<file path="config.mk">
export PLATFORM = sky130hd
export DESIGN_NAME = axi_read_slave_lite
export DESIGN_NICKNAME = d
export VERILOG_FILES = /design/src/rtl/axi_read_slave_lite.sv
export SDC_FILE = /design/constraint.sdc
export NUM_CORES = 1
export LEC_CHECK = 0
export ABC_AREA = 1
export CAP_MARGIN = 15
export CORE_MARGIN = 4
export CORE_UTILIZATION = 35
export DETAILED_ROUTE_END_ITERATION = 8
export PLACE_DENSITY = 0.61
export SLEW_MARGIN = 15
export SYNTH_ARGS = -nofsm -noshare
export SYNTH_HDL_FRONTEND = slang
export SYNTH_SLANG_ARGS = --single-unit
</file>
<file path="constraint.sdc">
create_clock -name aclk -period 3.5 [get_ports aclk]
set_input_delay 0.7 -clock aclk [delete_from_list [all_inputs] [get_ports aclk]]
set_output_delay 0.7 -clock aclk [all_outputs]
set_load 0.01 [all_outputs]
</file>
<file path="src/rtl/axi_read_slave_lite.sv">
// axi_read_slave_lite
// AXI read responder: queues AR requests in a small FIFO and returns R bursts
// one at a time, in order. Beat data is derived from the beat address so every
// beat is predictable without a storage array.
//
// Optional build macro: AXI_SLV_ERR_RESP_EN
//   defined   -> beats whose address is >= MEM_BYTES return SLVERR with rdata=0
//   undefined -> no out-of-range checking (MEM_BYTES unused)
// An arsize wider than the data bus always returns SLVERR on every beat.
//
// Ports
//   aclk, aresetn          clock, asynchronous active-low reset
//   arid/araddr/arlen/arsize/arburst/arvalid/arready   AR channel
//   rid/rdata/rresp/rlast/rvalid/rready                R channel
// All outputs are registered.

`ifndef ID_WIDTH
`define ID_WIDTH 4
`endif
`ifndef ADDR_WIDTH
`define ADDR_WIDTH 32
`endif

module axi_read_slave_lite #(
    parameter int unsigned DATA_WIDTH    = 32,
    parameter int unsigned AR_FIFO_DEPTH = 4,
    parameter int unsigned DATA_SEED     = 0,
    parameter int unsigned MEM_BYTES     = 4096
) (
    input  logic                   aclk,
    input  logic                   aresetn,
    input  logic [`ID_WIDTH-1:0]   arid,
    input  logic [`ADDR_WIDTH-1:0] araddr,
    input  logic [7:0]             arlen,
    input  logic [2:0]             arsize,
    input  logic [1:0]             arburst,
    input  logic                   arvalid,
    output logic                   arready,
    output logic [`ID_WIDTH-1:0]   rid,
    output logic [DATA_WIDTH-1:0]  rdata,
    output logic [1:0]             rresp,
    output logic                   rlast,
    output logic                   rvalid,
    input  logic                   rready
);

    localparam int unsigned ID_W       = `ID_WIDTH;
    localparam int unsigned ADDR_W     = `ADDR_WIDTH;
    localparam int unsigned PTR_W      = $clog2(AR_FIFO_DEPTH);
    localparam int unsigned CNT_W      = PTR_W + 1;
    localparam int unsigned BEAT_BYTES = DATA_WIDTH / 8;
    localparam int unsigned MAX_SIZE   = $clog2(BEAT_BYTES);

    typedef struct packed {
        logic [ID_W-1:0]   id;
        logic [ADDR_W-1:0] addr;
        logic [7:0]        len;
        logic [2:0]        size;
        logic [1:0]        burst;
    } ar_req_t;

    typedef enum logic {
        S_IDLE,
        S_DATA
    } state_t;

    // Address of the beat following cur, for the burst type in use.
    function automatic logic [ADDR_W-1:0] next_addr(
        input logic [ADDR_W-1:0] cur,
        input logic [ADDR_W-1:0] start,
        input logic [7:0]        len,
        input logic [2:0]        size,
        input logic [1:0]        burst
    );
        logic [ADDR_W-1:0] sz;
        logic [ADDR_W-1:0] inc;
        logic [ADDR_W-1:0] mask;
        sz   = ADDR_W'(1) << size;
        inc  = (cur & ~(sz - ADDR_W'(1))) + sz;
        mask = ((ADDR_W'(len) + ADDR_W'(1)) << size) - ADDR_W'(1);
        case (burst)
            2'b00:   next_addr = cur;
            2'b10:   next_addr = (start & ~mask) | (inc & mask);
            default: next_addr = inc;  // INCR and reserved
        endcase
    endfunction

    // Data pattern: bus-aligned beat address plus seed.
    function automatic logic [DATA_WIDTH-1:0] beat_data(input logic [ADDR_W-1:0] addr);
        beat_data = DATA_WIDTH'(addr & ~ADDR_W'(BEAT_BYTES - 1)) + DATA_WIDTH'(DATA_SEED);
    endfunction

    // Request FIFO storage (data only, no reset needed)
    ar_req_t fifo_q [AR_FIFO_DEPTH];

    logic [PTR_W-1:0] wr_ptr_q, wr_ptr_d;
    logic [PTR_W-1:0] rd_ptr_q, rd_ptr_d;
    logic [CNT_W-1:0] count_q,  count_d;
    logic             arready_q, arready_d;

    // Burst context
    state_t            state_q,    state_d;
    logic [ID_W-1:0]   id_q,       id_d;
    logic [ADDR_W-1:0] start_q,    start_d;
    logic [ADDR_W-1:0] addr_q,     addr_d;
    logic [7:0]        len_q,      len_d;
    logic [2:0]        size_q,     size_d;
    logic [1:0]        burst_q,    burst_d;
    logic              size_err_q, size_err_d;
    logic [7:0]        beat_cnt_q, beat_cnt_d;

    // R outputs
    logic [ID_W-1:0]       rid_q,    rid_d;
    logic [DATA_WIDTH-1:0] rdata_q,  rdata_d;
    logic [1:0]            rresp_q,  rresp_d;
    logic                  rlast_q,  rlast_d;
    logic                  rvalid_q, rvalid_d;

    logic              push_c;
    logic              pop_c;
    ar_req_t           req_c;
    ar_req_t           head_c;
    logic              head_size_err_c;
    logic [ADDR_W-1:0] nxt_addr_c;
    logic              head_oob_c;
    logic              nxt_oob_c;
    logic              beat_err_c;

    assign req_c = '{id: arid, addr: araddr, len: arlen, size: arsize, burst: arburst};

    // Out-of-range detection for the head request and the next beat
`ifdef AXI_SLV_ERR_RESP_EN
    always_comb begin
        head_oob_c = (head_c.addr >= ADDR_W'(MEM_BYTES));
        nxt_oob_c  = (nxt_addr_c >= ADDR_W'(MEM_BYTES));
    end
`else
    logic [31:0] unused_mem_bytes;
    assign unused_mem_bytes = 32'(MEM_BYTES);
    always_comb begin
        head_oob_c = 1'b0;
        nxt_oob_c  = 1'b0;
    end
`endif

    // Next-state and output logic
    always_comb begin
        state_d    = state_q;
        id_d       = id_q;
        start_d    = start_q;
        addr_d     = addr_q;
        len_d      = len_q;
        size_d     = size_q;
        burst_d    = burst_q;
        size_err_d = size_err_q;
        beat_cnt_d = beat_cnt_q;
        rid_d      = rid_q;
        rdata_d    = rdata_q;
        rresp_d    = rresp_q;
        rlast_d    = rlast_q;
        rvalid_d   = rvalid_q;
        pop_c      = 1'b0;
        beat_err_c = 1'b0;

        push_c          = arvalid && arready_q;
        head_c          = fifo_q[rd_ptr_q];
        head_size_err_c = (head_c.size > 3'(MAX_SIZE));
        nxt_addr_c      = next_addr(addr_q, start_q, len_q, size_q, burst_q);

        case (state_q)
            S_IDLE: begin
                if (count_q != '0) begin
                    // Load the head request and present its first beat next cycle
                    pop_c      = 1'b1;
                    id_d       = head_c.id;
                    start_d    = head_c.addr;
                    addr_d     = head_c.addr;
                    len_d      = head_c.len;
                    size_d     = head_c.size;
                    burst_d    = head_c.burst;
                    size_err_d = head_size_err_c;
                    beat_cnt_d = 8'd0;
                    beat_err_c = head_size_err_c || head_oob_c;
                    rid_d      = head_c.id;
                    rdata_d    = beat_err_c ? '0 : beat_data(head_c.addr);
                    rresp_d    = beat_err_c ? 2'b10 : 2'b00;
                    rlast_d    = (head_c.len == 8'd0);
                    rvalid_d   = 1'b1;
                    state_d    = S_DATA;
                end
            end
            S_DATA: begin
                if (rready) begin
                    if (rlast_q) begin
                        rvalid_d = 1'b0;
                        rlast_d  = 1'b0;
                        state_d  = S_IDLE;
                    end else begin
                        beat_err_c = size_err_q || nxt_oob_c;
                        addr_d     = nxt_addr_c;
                        beat_cnt_d = 8'(beat_cnt_q + 8'd1);
                        rdata_d    = beat_err_c ? '0 : beat_data(nxt_addr_c);
                        rresp_d    = beat_err_c ? 2'b10 : 2'b00;
                        rlast_d    = (8'(beat_cnt_q + 8'd1) == len_q);
                    end
                end
            end
            default: state_d = S_IDLE;
        endcase

        wr_ptr_d  = push_c ? PTR_W'(wr_ptr_q + PTR_W'(1)) : wr_ptr_q;
        rd_ptr_d  = pop_c  ? PTR_W'(rd_ptr_q + PTR_W'(1)) : rd_ptr_q;
        count_d   = CNT_W'(count_q + CNT_W'(push_c) - CNT_W'(pop_c));
        arready_d = (count_d != CNT_W'(AR_FIFO_DEPTH));
    end

    // FIFO write port
    always_ff @(posedge aclk) begin
        if (push_c) begin
            fifo_q[wr_ptr_q] <= req_c;
        end
    end

    // State and output registers
    always_ff @(posedge aclk or negedge aresetn) begin
        if (!aresetn) begin
            state_q    <= S_IDLE;
            wr_ptr_q   <= '0;
            rd_ptr_q   <= '0;
            count_q    <= '0;
            arready_q  <= 1'b1;
            id_q       <= '0;
            start_q    <= '0;
            addr_q     <= '0;
            len_q      <= '0;
            size_q     <= '0;
            burst_q    <= '0;
            size_err_q <= 1'b0;
            beat_cnt_q <= '0;
            rid_q      <= '0;
            rdata_q    <= '0;
            rresp_q    <= 2'b00;
            rlast_q    <= 1'b0;
            rvalid_q   <= 1'b0;
        end else begin
            state_q    <= state_d;
            wr_ptr_q   <= wr_ptr_d;
            rd_ptr_q   <= rd_ptr_d;
            count_q    <= count_d;
            arready_q  <= arready_d;
            id_q       <= id_d;
            start_q    <= start_d;
            addr_q     <= addr_d;
            len_q      <= len_d;
            size_q     <= size_d;
            burst_q    <= burst_d;
            size_err_q <= size_err_d;
            beat_cnt_q <= beat_cnt_d;
            rid_q      <= rid_d;
            rdata_q    <= rdata_d;
            rresp_q    <= rresp_d;
            rlast_q    <= rlast_d;
            rvalid_q   <= rvalid_d;
        end
    end

    assign arready = arready_q;
    assign rid     = rid_q;
    assign rdata   = rdata_q;
    assign rresp   = rresp_q;
    assign rlast   = rlast_q;
    assign rvalid  = rvalid_q;

endmodule

</file>
==> flow_summary.json <==
{
  "status": "completed",
  "power.leakage_nw": 7.76,
  "dr_wl_met3_um": 2680,
  "ios": 94,
  "ys.flop_type": "edfxtp_1",
  "required_ns": 3.90,
  "syn_area_mm2": 0.0165,
  "cp-end-kind": "flip-flop",
  "area_growth_pct": 17.2,
  "cpMostUsedCell": "nand2_1",
  "initial_core_util": 0.354,
  "topRoutingLayerUsed": "met4",
  "power.density_mw_per_mm2": 965,
  "wl_um": 46800,
  "comb_power_share": 0.478,
  "avgSynthCellArea_um2": 9.16,
  "die_h_um": 225,
  "synth.yosys.seq_area_share": 0.558,
  "grt_pass1_wl_um": 73800,
  "cts_buffers": 35,
  "postRouteAntennaNets": 0,
  "routed-wl-met2_um": 21600,
  "synth_seq_cells": 328,
  "clkPwrFrac": 0.192,
  "p_switching_mw": 8.23,
  "root_buffer": "clkbuf_16",
  "p_int_mw": 10.4,
  "overflow": 0,
  "hold_viol_final": 0,
  "drc_errors": 0,
  "dr.pass1.iters": 6,
  "holdCritPathClass": "input pin to async pin",
  "startpoint_type": "flip-flop",
  "finalClockSkew_ns": 0.0149,
  "placed_area_mm2": 0.0182,
  "gp_congestion": 0.930,
  "crit_type": "flip-flop to flip-flop",
  "seq_power_share": 0.330,
  "p_total_mw": 18.6,
  "met1_length_um": 21500,
  "num-nets-final": 1942,
  "drv_cap": 0,
  "grt_use_total": 0.183,
  "port_buffers": 90,
  "core_mm2": 0.0466,
  "critPathMaxFanout": 6,
  "setup_viol_count_final": 0,
  "drv_slew": 0,
  "rsz0062_at_grt": "no",
  "via_per_inst": 5.28,
  "num_rows": 79,
  "clockBufferDepth": 3,
  "finalCritPeriodShare": 0.917,
  "fin_area_mm2": 0.0193,
  "ys_types": 59,
  "grt_max_degree": 85,
  "period_minus_slack_ns": 3.21,
  "clk_pin_slew_worst_paths_ns": 0.06,
  "worst_pin_slew_ns": 0.862,
  "vias": 13200,
  "wl_per_cell_um": 18.7,
  "synth-edff-count": 196,
  "cts_sinks": 328,
  "die_x_um": 225,
  "dieArea_mm2": 0.0506,
  "grt_pass1_vias": 13000,
  "crit_path_top_delay_cell": "dfrtp_1",
  "synth_warnings": 0,
  "swShare": 0.442,
  "syn_inst": 1798,
  "path_cells": "ha_1, nand2_1, inv_2, nand3_1, clkinv_1, nand2_1, nand2_1, nand2_1, nand2_1, nand2_1, nand2_1, nor2_2, nand3_1, nor2_1, ha_1, a21oi_1, a221oi_1, a211oi_1, a21oi_1",
  "fillCellCount": 4545,
  "hpwl_um": 31800,
  "slew_headroom": 0.425,
  "async_flop_share": 0.402,
  "setup_tns_ns": 0,
  "slowest_delay_ns": 0.44,
  "timing.fmax_mhz": 312,
  "ir_worst_vdd_v": 0.000363,
  "diodes": 0,
  "crit_arrival_ns": 3.60,
  "cts_tree": "yes",
  "drt_iter0_drc": 1062,
  "layout-drive-gt1-share": 0.0965,
  "grt_antenna_before_repair": 0,
  "hold_slack_ns": 0.162,
  "cts.htree.levels": 2,
  "ctsHoldBuffers": 0,
  "clkLatencyLatePin_ns": 0.54
}
[sequential cells by signal, indices dropped and copies added (netlist names), 2 cells and up]
register,flops
addr_q,32
wr_ptr_q,2
count_q,3
fifo_q,196
rd_ptr_q,2
burst_q,2
rid,4
len_q,8
size_q,3
beat_cnt_q,8
rdata,30
start_q,32
[repair_timing]
item / in CTS / in global routing
buffers inserted: 0 / 2
gates resized for setup: 0 / 4
setup endpoints to repair: 0 / 11
[final cells by class]
cell class,instances,area (um^2),share of cell area
multi-input cells,1246,6450,0.334
clock buffers,41,918,0.0476
repair buffers,126,1270,0.0659
inverters,137,526,0.0272
well taps,607,759,0.0393
flip-flops and latches,328,9190,0.476
clock inverters,18,188,0.00972
[power by group through the flow]
stage	Combinational [mW]	Sequential (mW)	Clock [mW]
after CTS	8.87	6.14	3.67
after global placement	8.74	6.19	0
after floorplan	5.91	6.00	0
final	8.91	6.14	3.58
after detailed placement	8.83	6.21	0
after global routing	9.93	6.26	3.82
[routing by layer]
| layer | vias up | global-route usage |
|---|---|---|
| met1 | 6418 | 0.258 |
| met2 | 395 | 0.296 |
| met4 | 0 | 0.0526 |
| met5 | - | 0 |
| met3 | 78 | 0.0289 |
| li1 | 6335 | - |
[cell families after synthesis]
kind of cell    share of synthesized area
compound gates                      0.138
xor+xnor                           0.0170
fa+ha+maj                          0.0118
buf+inv                            0.0545
flops                               0.558
other cells                      0.000228
simple gates                        0.221
[final timing paths]
kind                       slack, ns  cells past startpoint                       to               startpoint
max                             0.29                     19   addr_q[15]$_DFFE_PN0P_     len_q[1]$_DFFE_PN0P_
min                             0.16                      1       rid[2]$_DFFE_PN0P_                  aresetn
max reg2reg                     0.29                     19   addr_q[15]$_DFFE_PN0P_     len_q[1]$_DFFE_PN0P_
min reg2reg                     0.49                      2  start_q[30]$_DFFE_PN0P_  start_q[30]$_DFFE_PN0P_
max in group asynchronous       2.50                      2    rdata[20]$_DFFE_PN0P_                  aresetn
min in group aclk               0.49                      2  start_q[30]$_DFFE_PN0P_  start_q[30]$_DFFE_PN0P_
[stage by stage]
stage               cells  setup slack [ns]  utilization
floorplan            1800             0.106            -
global placement     2442             0.298        0.390
detailed placement   2442             0.227        0.390
CTS                  2501             0.206        0.414
global route         2503            0.0198        0.415
finish               2503             0.291        0.415
[layout by cell type, fill, tap and decap left out, types with 6 or more instances in the layout]
cell / n
nand4_1: 15
edfxtp_1: 196
nand2_1: 417
a21oi_1: 111
inv_2: 14
clkdlybuf4s50_1: 89
nand3_1: 132
nor3_1: 15
nor2_4: 9
nor2_2: 9
inv_1: 113
o22ai_1: 18
clkbuf_16: 35
a31oi_1: 6
a32o_1: 39
o21ai_1: 8
dfrtp_1: 129
nand2_2: 18
buf_12: 8
buf_4: 28
clkinv_2: 7
clkinv_1: 11
o21ai_0: 131
ha_1: 14
a22oi_1: 15
nor2_1: 176
o211ai_1: 8
xor2_1: 28
nand3_2: 16
[worst max-delay path, delay by kind of cell, from the launching register on]
family / cells / cell delay, ns
flip-flops: 1 / 0.44
adder cells (fa/ha/maj): 2 / 0.50
AND/OR/NAND/NOR: 11 / 1.28
AO/OA/AOI/OAI: 4 / 0.66
buffers and inverters: 2 / 0.19
[synth_stat cells, types with 5 or more instances]
cell,instances,area (um^2)
inv_2,12,45.0
a22oi_1,15,113
a22oi_2,5,62.6
buf_2,10,50.1
nand4_1,15,93.8
nand3_1,132,661
buf_1,6,22.5
o22ai_1,18,113
ha_1,14,175
nor3_1,15,75.1
nand2_1,417,1570
edfxtp_1,196,5890
dfrtp_1,131,3280
o211ai_1,8,60.1
clkinv_1,8,30.0
nand2_2,18,113
xor2_1,28,245
o21ai_0,132,661
buf_4,5,37.5
nor2_1,182,683
inv_1,113,424
nor2_2,9,56.3
a21oi_1,111,556
o21ai_1,7,35.0
a31oi_1,6,37.5
nand3_2,16,160
nor4_1,5,31.3
a32o_1,39,390
clkbuf_1,67,251
Note: power is estimated with default switching activity, not from simulation.
